`src/rtl/id_stage_pkg.sv`:
```
// Shared decode definitions for the decode/register-read stage: widths,
// instruction field positions, class codes and the ID/EX payload.
package id_stage_pkg;

  localparam int unsigned XLEN     = 32;
  localparam int unsigned PCW      = 16;
  localparam int unsigned NREG     = 16;
  localparam int unsigned AW       = 4;
  localparam int unsigned OPW      = 7;
  localparam int unsigned IMMW     = 16;

  localparam int unsigned OP_MSB   = 31;
  localparam int unsigned OP_LSB   = 25;
  localparam int unsigned RD_MSB   = 24;
  localparam int unsigned RD_LSB   = 21;
  localparam int unsigned RS_MSB   = 20;
  localparam int unsigned RS_LSB   = 17;
  localparam int unsigned IMMF_BIT = 16;
  localparam int unsigned IMM_MSB  = 15;

  typedef enum logic [2:0] {
    CLS_INTE  = 3'd0,
    CLS_LOGIC = 3'd1,
    CLS_SHIFT = 3'd2,
    CLS_LD    = 3'd3,
    CLS_ST    = 3'd4,
    CLS_BR    = 3'd5,
    CLS_RES6  = 3'd6,
    CLS_RES7  = 3'd7
  } cls_e;

  typedef struct packed {
    logic inte;
    logic lgc;
    logic shift;
    logic ld;
    logic st;
    logic br;
  } ctrl_t;

  typedef struct packed {
    logic [XLEN-1:0] rd_value;
    logic [XLEN-1:0] rs_value;
    logic [XLEN-1:0] imm;
    logic [AW-1:0]   rd_addr;
    logic [PCW-1:0]  pc;
    logic [OPW-1:0]  opcode;
    ctrl_t           ctrl;
    logic            immf;
    logic            rsv;
  } idex_t;

  localparam ctrl_t CTRL_BUBBLE = '0;

  // One-hot class decode from the top three opcode bits; reserved codes are bubbles.
  function automatic ctrl_t decode_class(input logic [OPW-1:0] op);
    ctrl_t c;
    c = CTRL_BUBBLE;
    case (cls_e'(op[OPW-1:OPW-3]))
      CLS_INTE:  c.inte  = 1'b1;
      CLS_LOGIC: c.lgc   = 1'b1;
      CLS_SHIFT: c.shift = 1'b1;
      CLS_LD:    c.ld    = 1'b1;
      CLS_ST:    c.st    = 1'b1;
      CLS_BR:    c.br    = 1'b1;
      default:   c       = CTRL_BUBBLE;
    endcase
    return c;
  endfunction

endpackage

```
`src/rtl/id_stage_regfile_16x32.sv`:
```
// 16x32 register file: two asynchronous read ports, one synchronous write port,
// with same-cycle write data forwarded to any read of the written address.
module regfile_16x32
  import id_stage_pkg::*;
(
  input  logic            clk_i,
  input  logic            rst_i,
  input  logic            we_i,
  input  logic [AW-1:0]   waddr_i,
  input  logic [XLEN-1:0] wdata_i,
  input  logic [AW-1:0]   raddr_a_i,
  output logic [XLEN-1:0] rdata_a_o,
  input  logic [AW-1:0]   raddr_b_i,
  output logic [XLEN-1:0] rdata_b_o
);

  logic [XLEN-1:0] mem_q [NREG];

  always_ff @(posedge clk_i or posedge rst_i) begin
    if (rst_i) begin
      for (int i = 0; i < NREG; i++) mem_q[i] <= '0;
    end else if (we_i) begin
      mem_q[waddr_i] <= wdata_i;
    end
  end

  assign rdata_a_o = (we_i && (waddr_i == raddr_a_i)) ? wdata_i : mem_q[raddr_a_i];
  assign rdata_b_o = (we_i && (waddr_i == raddr_b_i)) ? wdata_i : mem_q[raddr_b_i];

endmodule

```
`src/rtl/id_stage.sv`:
```
// Decode / register-read stage: decodes the fetched word, reads operands,
// tracks the one outstanding EX result for RAW interlock, and fills ID/EX.
module id_stage
  import id_stage_pkg::*;
(
  input  logic            clk,
  input  logic            rst,
  input  logic            v_i,
  input  logic [31:0]     inst_i,
  input  logic [PCW-1:0]  pc_i,
  output logic            stall_o,
  input  logic            stall_i,
  input  logic            branch_en_i,
  input  logic            wb_en_i,
  input  logic [AW-1:0]   wb_addr_i,
  input  logic [XLEN-1:0] wb_data_i,
  output logic [XLEN-1:0] rd_value_o,
  output logic [XLEN-1:0] rs_value_o,
  output logic [XLEN-1:0] imm_value_o,
  output logic [AW-1:0]   rd_addr_o,
  output logic [PCW-1:0]  pc_value_o,
  output logic [OPW-1:0]  opcode_o,
  output logic            ctrl_inte_o,
  output logic            ctrl_logic_o,
  output logic            ctrl_shift_o,
  output logic            ctrl_ld_o,
  output logic            ctrl_st_o,
  output logic            ctrl_br_o,
  output logic            immf_o,
  output logic            rsv_o
);

  idex_t           idex_q, idex_d, dec;
  logic            pend_v_q, pend_v_d;
  logic [AW-1:0]   pend_addr_q, pend_addr_d;
  logic [AW-1:0]   rd_f, rs_f;
  logic [XLEN-1:0] rd_val, rs_val;
  logic            retire, hazard;

  assign rd_f = inst_i[RD_MSB:RD_LSB];
  assign rs_f = inst_i[RS_MSB:RS_LSB];

  regfile_16x32 u_rf (
    .clk_i     (clk),
    .rst_i     (rst),
    .we_i      (wb_en_i),
    .waddr_i   (wb_addr_i),
    .wdata_i   (wb_data_i),
    .raddr_a_i (rd_f),
    .rdata_a_o (rd_val),
    .raddr_b_i (rs_f),
    .rdata_b_o (rs_val)
  );

  // The writeback of the pending register releases the interlock in the same
  // cycle, since the register file forwards that data to the read ports.
  assign retire  = pend_v_q & wb_en_i & (wb_addr_i == pend_addr_q);
  assign hazard  = v_i & pend_v_q & ~retire & ~branch_en_i &
                   ((rs_f == pend_addr_q) | (rd_f == pend_addr_q));
  assign stall_o = stall_i | hazard;

  always_comb begin
    dec          = '0;
    dec.rd_value = rd_val;
    dec.rs_value = rs_val;
    dec.imm      = {{(XLEN-IMMW){inst_i[IMM_MSB]}}, inst_i[IMM_MSB:0]};
    dec.rd_addr  = rd_f;
    dec.pc       = pc_i;
    dec.opcode   = inst_i[OP_MSB:OP_LSB];
    dec.ctrl     = decode_class(dec.opcode);
    dec.immf     = inst_i[IMMF_BIT];
    dec.rsv      = dec.ctrl.inte | dec.ctrl.lgc | dec.ctrl.shift | dec.ctrl.ld;
  end

  // ID/EX update: flush beats stall, stall beats bubble, bubble beats issue.
  always_comb begin
    idex_d      = idex_q;
    pend_v_d    = pend_v_q & ~retire;
    pend_addr_d = pend_addr_q;
    if (branch_en_i) begin
      idex_d.ctrl = CTRL_BUBBLE;
      idex_d.rsv  = 1'b0;
      pend_v_d    = 1'b0;
    end else if (stall_i) begin
      idex_d = idex_q;
    end else if (hazard || !v_i) begin
      idex_d.ctrl = CTRL_BUBBLE;
      idex_d.rsv  = 1'b0;
    end else begin
      idex_d      = dec;
      pend_v_d    = dec.rsv;
      pend_addr_d = rd_f;
    end
  end

  always_ff @(posedge clk or posedge rst) begin
    if (rst) begin
      idex_q      <= '0;
      pend_v_q    <= 1'b0;
      pend_addr_q <= '0;
    end else begin
      idex_q      <= idex_d;
      pend_v_q    <= pend_v_d;
      pend_addr_q <= pend_addr_d;
    end
  end

  assign rd_value_o   = idex_q.rd_value;
  assign rs_value_o   = idex_q.rs_value;
  assign imm_value_o  = idex_q.imm;
  assign rd_addr_o    = idex_q.rd_addr;
  assign pc_value_o   = idex_q.pc;
  assign opcode_o     = idex_q.opcode;
  assign ctrl_inte_o  = idex_q.ctrl.inte;
  assign ctrl_logic_o = idex_q.ctrl.lgc;
  assign ctrl_shift_o = idex_q.ctrl.shift;
  assign ctrl_ld_o    = idex_q.ctrl.ld;
  assign ctrl_st_o    = idex_q.ctrl.st;
  assign ctrl_br_o    = idex_q.ctrl.br;
  assign immf_o       = idex_q.immf;
  assign rsv_o        = idex_q.rsv;

endmodule

```
`config.mk`:
```
export PLATFORM = sky130hd
export DESIGN_NAME = id_stage
export DESIGN_NICKNAME = d
export VERILOG_FILES = /design/src/rtl/id_stage_pkg.sv /design/src/rtl/id_stage_regfile_16x32.sv /design/src/rtl/id_stage.sv
export SDC_FILE = /design/constraint.sdc
export NUM_CORES = 1
export LEC_CHECK = 0
export BUFFER_PORTS_ARGS = -buffer_cell sky130_fd_sc_hd__buf_2
export CORE_MARGIN = 2
export CORE_UTILIZATION = 37
export DETAILED_ROUTE_END_ITERATION = 6
export SLEW_MARGIN = 20
export SYNTH_ARGS = -nofsm -noshare
export SYNTH_HDL_FRONTEND = slang
export SYNTH_SLANG_ARGS = --single-unit
```
`constraint.sdc`:
```
create_clock -name clk -period 27.5 [get_ports clk]
set_input_delay 1.375 -clock clk [delete_from_list [all_inputs] [get_ports clk]]
set_output_delay 1.375 -clock clk [all_outputs]
set_load 0.005 [all_outputs]
```
==> flow_summary.html <==
<table>
<tr><th>Metric</th><th>Value</th></tr>
<tr><th colspan="2">Run status</th></tr>
<tr><td>Result of the run</td><td>finished clean</td></tr>
<tr><th colspan="2">Clocking</th></tr>
<tr><td>TritonCTS buffer count</td><td>69</td></tr>
<tr><td>H-tree depth</td><td>3</td></tr>
<tr><td>Clock latency of the later-clocked register in the worst-skew pair</td><td>between 0.6 and 0.7 ns</td></tr>
<tr><td>Cell chosen for the clock root</td><td>sky130_fd_sc_hd__clkbuf_16</td></tr>
<tr><td>Number of buffers inserted for hold repair after clock tree synthesis</td><td>0</td></tr>
<tr><td>CTS Buffer Depth</td><td>3</td></tr>
<tr><td>Number of instances resized during post-cts repair</td><td>0</td></tr>
<tr><td>Clk slew on worst S/H paths</td><td>0.06 ns</td></tr>
<tr><td>Post-CTS setup buffer count</td><td>0</td></tr>
<tr><td>Number of clock sinks</td><td>628</td></tr>
<tr><td>CTS tree</td><td>done</td></tr>
<tr><th colspan="2">Routing</th></tr>
<tr><td>Post-detailed-route wirelength per cell</td><td>27.0 um</td></tr>
<tr><td>Final wirelength</td><td>about 90,000 um</td></tr>
<tr><td>Violation count after the first detailed-routing iteration</td><td>1,545</td></tr>
<tr><td>Count of nets left with antenna violations after detail routing</td><td>0</td></tr>
<tr><td>First-pass iteration count of the detailed router</td><td>5</td></tr>
<tr><td>Post-detailed-route DRC marker count</td><td>0</td></tr>
<tr><td>Vias per cell</td><td>5.81</td></tr>
<tr><td>Number of vias in the routed layout</td><td>19,600</td></tr>
<tr><th colspan="2">Floorplanning</th></tr>
<tr><td>Height of the die</td><td>298 um</td></tr>
<tr><td>Die X-Extent</td><td>298 um</td></tr>
<tr><td>Initial Util</td><td>0.375</td></tr>
<tr><td>Num rows</td><td>between 100 and 150</td></tr>
<tr><td>Floorplan die area</td><td>0.0888 mm^2</td></tr>
<tr><td>Area inside the core boundary</td><td>around 0.085 mm^2</td></tr>
<tr><td>Top-level I/O count</td><td>222</td></tr>
<tr><th colspan="2">Timing</th></tr>
<tr><td>Min cycle time layout</td><td>4.43 ns</td></tr>
<tr><td>Skew final</td><td>0.0192 ns</td></tr>
<tr><td>Slew at the pin with the worst max-slew slack</td><td>between 1 and 1.5 ns</td></tr>
<tr><td>Max-slew headroom at the worst pin</td><td>0.268</td></tr>
<tr><td>Number of max-slew violations in the final report</td><td>0</td></tr>
<tr><td>Summed negative setup slack over all endpoints</td><td>0 ns</td></tr>
<tr><td>Final critical-path share of the clock period</td><td>0.161</td></tr>
<tr><td>RSZ-0062 raised after global routing</td><td>no</td></tr>
<tr><td>Crit path setup slack, layout</td><td>23.07 ns</td></tr>
<tr><td>Finish-stage setup viols</td><td>0</td></tr>
<tr><td>Number of hold violations in the final report</td><td>0</td></tr>
<tr><td>Highest Clock Rate</td><td>approximately 0.23 GHz</td></tr>
<tr><th colspan="2">Placement</th></tr>
<tr><td>HPWL after detailed placement</td><td>48,600 um</td></tr>
<tr><td>Area post-placement</td><td>0.0340 mm^2</td></tr>
<tr><td>IO buf count</td><td>221</td></tr>
<tr><td>Count of placed standard cells including taps</td><td>3,251</td></tr>
<tr><td>Worst slack after detailed placement</td><td>22.46 ns</td></tr>
<tr><td>Routability-driven placement congestion ratio</td><td>0.776</td></tr>
<tr><th colspan="2">Synth</th></tr>
<tr><td>Mapped Nets</td><td>around 2,200</td></tr>
<tr><td>Synth Flop Type</td><td>sky130_fd_sc_hd__dfrtp_1</td></tr>
<tr><td>Total of flip-flops plus latches after synthesis</td><td>628</td></tr>
<tr><td>Area contributors post-synth</td><td>sky130_fd_sc_hd__dfrtp_1 49%, sky130_fd_sc_hd__mux2_2 24%, sky130_fd_sc_hd__mux4_2 18%</td></tr>
<tr><td>Total standard cell area after synthesis</td><td>0.0320 mm^2</td></tr>
<tr><td>Commonest cells in the netlist</td><td>679 x sky130_fd_sc_hd__mux2_2, 628 x sky130_fd_sc_hd__dfrtp_1, 256 x sky130_fd_sc_hd__mux4_2</td></tr>
<tr><td>Most frequent cell after synthesis</td><td>sky130_fd_sc_hd__mux2_2</td></tr>
<tr><td>Post-synthesis area per instance</td><td>15.5 um^2</td></tr>
<tr><td>Number of synthesized flops with an enable pin</td><td>0</td></tr>
<tr><td>Number of distinct standard cells referenced by the synthesized netlist</td><td>35</td></tr>
<tr><td>Count of warnings emitted by yosys</td><td>0</td></tr>
<tr><td>Number of instances in the synthesized netlist</td><td>roughly 2,100</td></tr>
<tr><td>Async S/R FF share, synth</td><td>1.00</td></tr>
<tr><td>Share of Yosys cell area claimed by the top area cell type</td><td>0.491</td></tr>
<tr><td>Post-synthesis sequential area ratio</td><td>0.491</td></tr>
<tr><td>Top cell type by total area after synthesis</td><td>sky130_fd_sc_hd__dfrtp_1</td></tr>
<tr><th colspan="2">Critical path</th></tr>
<tr><td>Category of the critical setup timing path</td><td>primary input to output port</td></tr>
<tr><td>Worst setup endpoint</td><td>stall_o</td></tr>
<tr><td>Worst setup path start</td><td>inst_i[18]</td></tr>
<tr><td>End of the worst register-to-register path</td><td>rs_value_o[14]$_DFFE_PP0P_</td></tr>
<tr><td>Required time of the critical path</td><td>26.12 ns</td></tr>
<tr><td>Critical path's top delay family</td><td>compound AO/OA/AOI/OAI gates</td></tr>
<tr><td>Reg2Reg Setup Slack</td><td>23.81 ns</td></tr>
<tr><td>Maximum fanout along the worst path</td><td>72</td></tr>
<tr><td>CP cell instances</td><td>buf_6, xor2_1, o41ai_2, a41o_1, buf_2</td></tr>
<tr><td>Library cell contributing the largest single delay on the critical path</td><td>sky130_fd_sc_hd__buf_6</td></tr>
<tr><td>Crit. path cell count</td><td>5</td></tr>
<tr><td>Data arrival at the endpoint of the critical path</td><td>about 3.1 ns</td></tr>
<tr><td>Kind of start point of the critical path</td><td>primary input</td></tr>
<tr><td>Worst path buffer plus inverter count</td><td>2</td></tr>
<tr><td>Critical path's largest stage delay</td><td>just over 0.6 ns</td></tr>
<tr><td>Reg2Reg Depth</td><td>7</td></tr>
<tr><td>Endpoint kind of the worst setup timing path</td><td>output port</td></tr>
<tr><td>Startpoint of the most critical register-to-register path</td><td>pend_addr_q[0]$_DFFE_PP0P_</td></tr>
<tr><th colspan="2">Power and ir drop</th></tr>
<tr><td>Cell internal power dissipation</td><td>2.11 mW</td></tr>
<tr><td>Overall power after layout</td><td>2.88 mW</td></tr>
<tr><td>Combinational share of power</td><td>0.222</td></tr>
<tr><td>Sequential cell fraction of total power</td><td>0.454</td></tr>
<tr><td>Reported net switching power</td><td>around 800 uW</td></tr>
<tr><td>Clk network pwr share</td><td>0.324</td></tr>
<tr><td>Power Density</td><td>79.5 mW/mm^2</td></tr>
<tr><td>Maximum vdd ir drop</td><td>40.7 uV</td></tr>
<tr><td>Leakage power total</td><td>15.4 nW</td></tr>
<tr><td>Switching power as a share of total power</td><td>0.270</td></tr>
<tr><th colspan="2">Global route</th></tr>
<tr><td>Leftover overflow at the end of global routing</td><td>0</td></tr>
<tr><td>Maximum number of pins on one net before global-route repair</td><td>145</td></tr>
<tr><td>Antenna violations before repair</td><td>3</td></tr>
<tr><td>Global-route wire length before repair</td><td>137,000 um</td></tr>
<tr><td>Via count of the first global-routing pass</td><td>21,100</td></tr>
<tr><td>Total global-route track usage</td><td>0.205</td></tr>
<tr><th colspan="2">Final layout</th></tr>
<tr><td>Number of nets in the final layout</td><td>2,268</td></tr>
<tr><td>Non-filler cells, final</td><td>roughly 3,400</td></tr>
<tr><td>Total of fill cells in the finished design</td><td>7,738</td></tr>
<tr><td>Synthesis-to-finish area growth</td><td>13.3%</td></tr>
<tr><td>Share of layout cells above drive strength 1</td><td>0.596</td></tr>
<tr><td>Final standard cell area without fillers</td><td>between 0.03 and 0.04 mm^2</td></tr>
<tr><th colspan="2">Min path</th></tr>
<tr><td>Hold WC Path Type</td><td>flop to flop</td></tr>
<tr><td>Number of instances on the worst hold path</td><td>2</td></tr>
<tr><th colspan="2">Job</th></tr>
<tr><td>Count of max-cap constraint violations</td><td>0</td></tr>
</table>
## worst min-delay path by stage
stage,start,to,slack (ns)
2_1_floorplan,ctrl_shift_o$_DFFE_PP0P_,ctrl_shift_o$_DFFE_PP0P_,0.47
3_3_place_gp,ctrl_shift_o$_DFFE_PP0P_,ctrl_shift_o$_DFFE_PP0P_,0.46
3_5_place_dp,ctrl_shift_o$_DFFE_PP0P_,ctrl_shift_o$_DFFE_PP0P_,0.47
4_1_cts,rsv_o$_DFFE_PP0P_,rsv_o$_DFFE_PP0P_,0.48
5_1_grt,ctrl_inte_o$_DFFE_PP0P_,ctrl_inte_o$_DFFE_PP0P_,0.51
6_report,rsv_o$_DFFE_PP0P_,rsv_o$_DFFE_PP0P_,0.48
## routing by layer
metal  up-vias  share of wire  global-route usage
li1       8128              -                   -
met1     10700           0.40               0.257
met2       597           0.51               0.353
met3       186          0.049              0.0328
met4         2          0.035              0.0786
met5         -        0.00012                   0
## layout by cell type, fill, tap and decap left out, types with 2 or more instances in the layout
cell / instances
sky130_fd_sc_hd__mux2_2: 679
sky130_fd_sc_hd__dfrtp_1: 628
sky130_fd_sc_hd__mux4_2: 256
sky130_fd_sc_hd__buf_2: 217
sky130_fd_sc_hd__a22oi_1: 128
sky130_fd_sc_hd__clkbuf_16: 71
sky130_fd_sc_hd__nand2_1: 69
sky130_fd_sc_hd__buf_4: 36
sky130_fd_sc_hd__clkbuf_1: 17
sky130_fd_sc_hd__clkbuf_8: 14
sky130_fd_sc_hd__xor2_1: 13
sky130_fd_sc_hd__nor2_4: 11
sky130_fd_sc_hd__xnor2_1: 7
sky130_fd_sc_hd__clkinv_2: 7
sky130_fd_sc_hd__buf_6: 6
sky130_fd_sc_hd__mux2_1: 5
sky130_fd_sc_hd__inv_6: 5
sky130_fd_sc_hd__bufinv_16: 5
sky130_fd_sc_hd__nand3b_1: 4
sky130_fd_sc_hd__nor2b_4: 4
sky130_fd_sc_hd__a32o_1: 4
sky130_fd_sc_hd__nor2_1: 3
sky130_fd_sc_hd__nor3_1: 3
sky130_fd_sc_hd__inv_1: 3
sky130_fd_sc_hd__nand2b_1: 2
sky130_fd_sc_hd__nand3_1: 2
sky130_fd_sc_hd__or3_1: 2
sky130_fd_sc_hd__and2_2: 2
sky130_fd_sc_hd__nand3_2: 2
sky130_fd_sc_hd__or3_2: 2
sky130_fd_sc_hd__nor2b_1: 2
sky130_fd_sc_hd__clkinv_4: 2
## tightest hold or removal path: stages, from the launching register on
cell                      delay, ns
sky130_fd_sc_hd__dfrtp_1       0.34
sky130_fd_sc_hd__nand2_1       0.05
sky130_fd_sc_hd__o21ai_0       0.06
## state kept, by name, summed over array words and instances, names as in the netlist
register	flops
ctrl_br_o	1
ctrl_inte_o	1
ctrl_ld_o	1
ctrl_logic_o	1
ctrl_shift_o	1
ctrl_st_o	1
imm_value_o	16
immf_o	1
opcode_o	7
pc_value_o	16
pend_addr_q	4
pend_v_q	1
rd_value_o	32
rs_value_o	32
rsv_o	1
u_rf.mem_q	512
## cell families after synthesis
logic type / Yosys count / synth area share
flops: 628 / 0.491
xor+xnor: 20 / 0.00548
buf+inv: 218 / 0.0332
mux: 940 / 0.421
compound gates: 141 / 0.0337
simple gates: 113 / 0.0154
## power by group through the flow
| stage | Clock [mW] | Combinational, mW | Sequential [mW] |
|---|---|---|---|
| after CTS | 0.958 | 0.647 | 1.31 |
| after global routing | 0.996 | 0.690 | 1.34 |
| after global placement | 0 | 0.627 | 1.30 |
| after detailed placement | 0 | 0.645 | 1.32 |
| after floorplan | 0 | 0.484 | 1.28 |
| final | 0.935 | 0.639 | 1.31 |
## layout make-up
| cell class | count | area (um^2) | share of cell area |
|---|---|---|---|
| Sequential cell | 628 | 15700 | 0.433 |
| Multi-Input combinational cell | 1214 | 15400 | 0.424 |
| Clock buffer | 100 | 2010 | 0.0553 |
| Timing Repair Buffer | 261 | 1450 | 0.0400 |
| Tap cell | 1144 | 1430 | 0.0395 |
| Clock inverter | 20 | 254 | 0.00701 |
| Inverter | 4 | 27.5 | 0.000759 |
| Antenna cell | 1 | 2.50 | 0.0000690 |
## per-stage QoR
stage / utilization / hold slack [ns]
6_report: 0.425 / 0.481
5_1_grt: 0.425 / 0.507
4_1_cts: 0.424 / 0.483
3_5_place_dp: 0.398 / 0.469
3_3_place_gp: 0.398 / 0.464
2_1_floorplan: - / 0.467
Power figures use the tool's default switching activity.
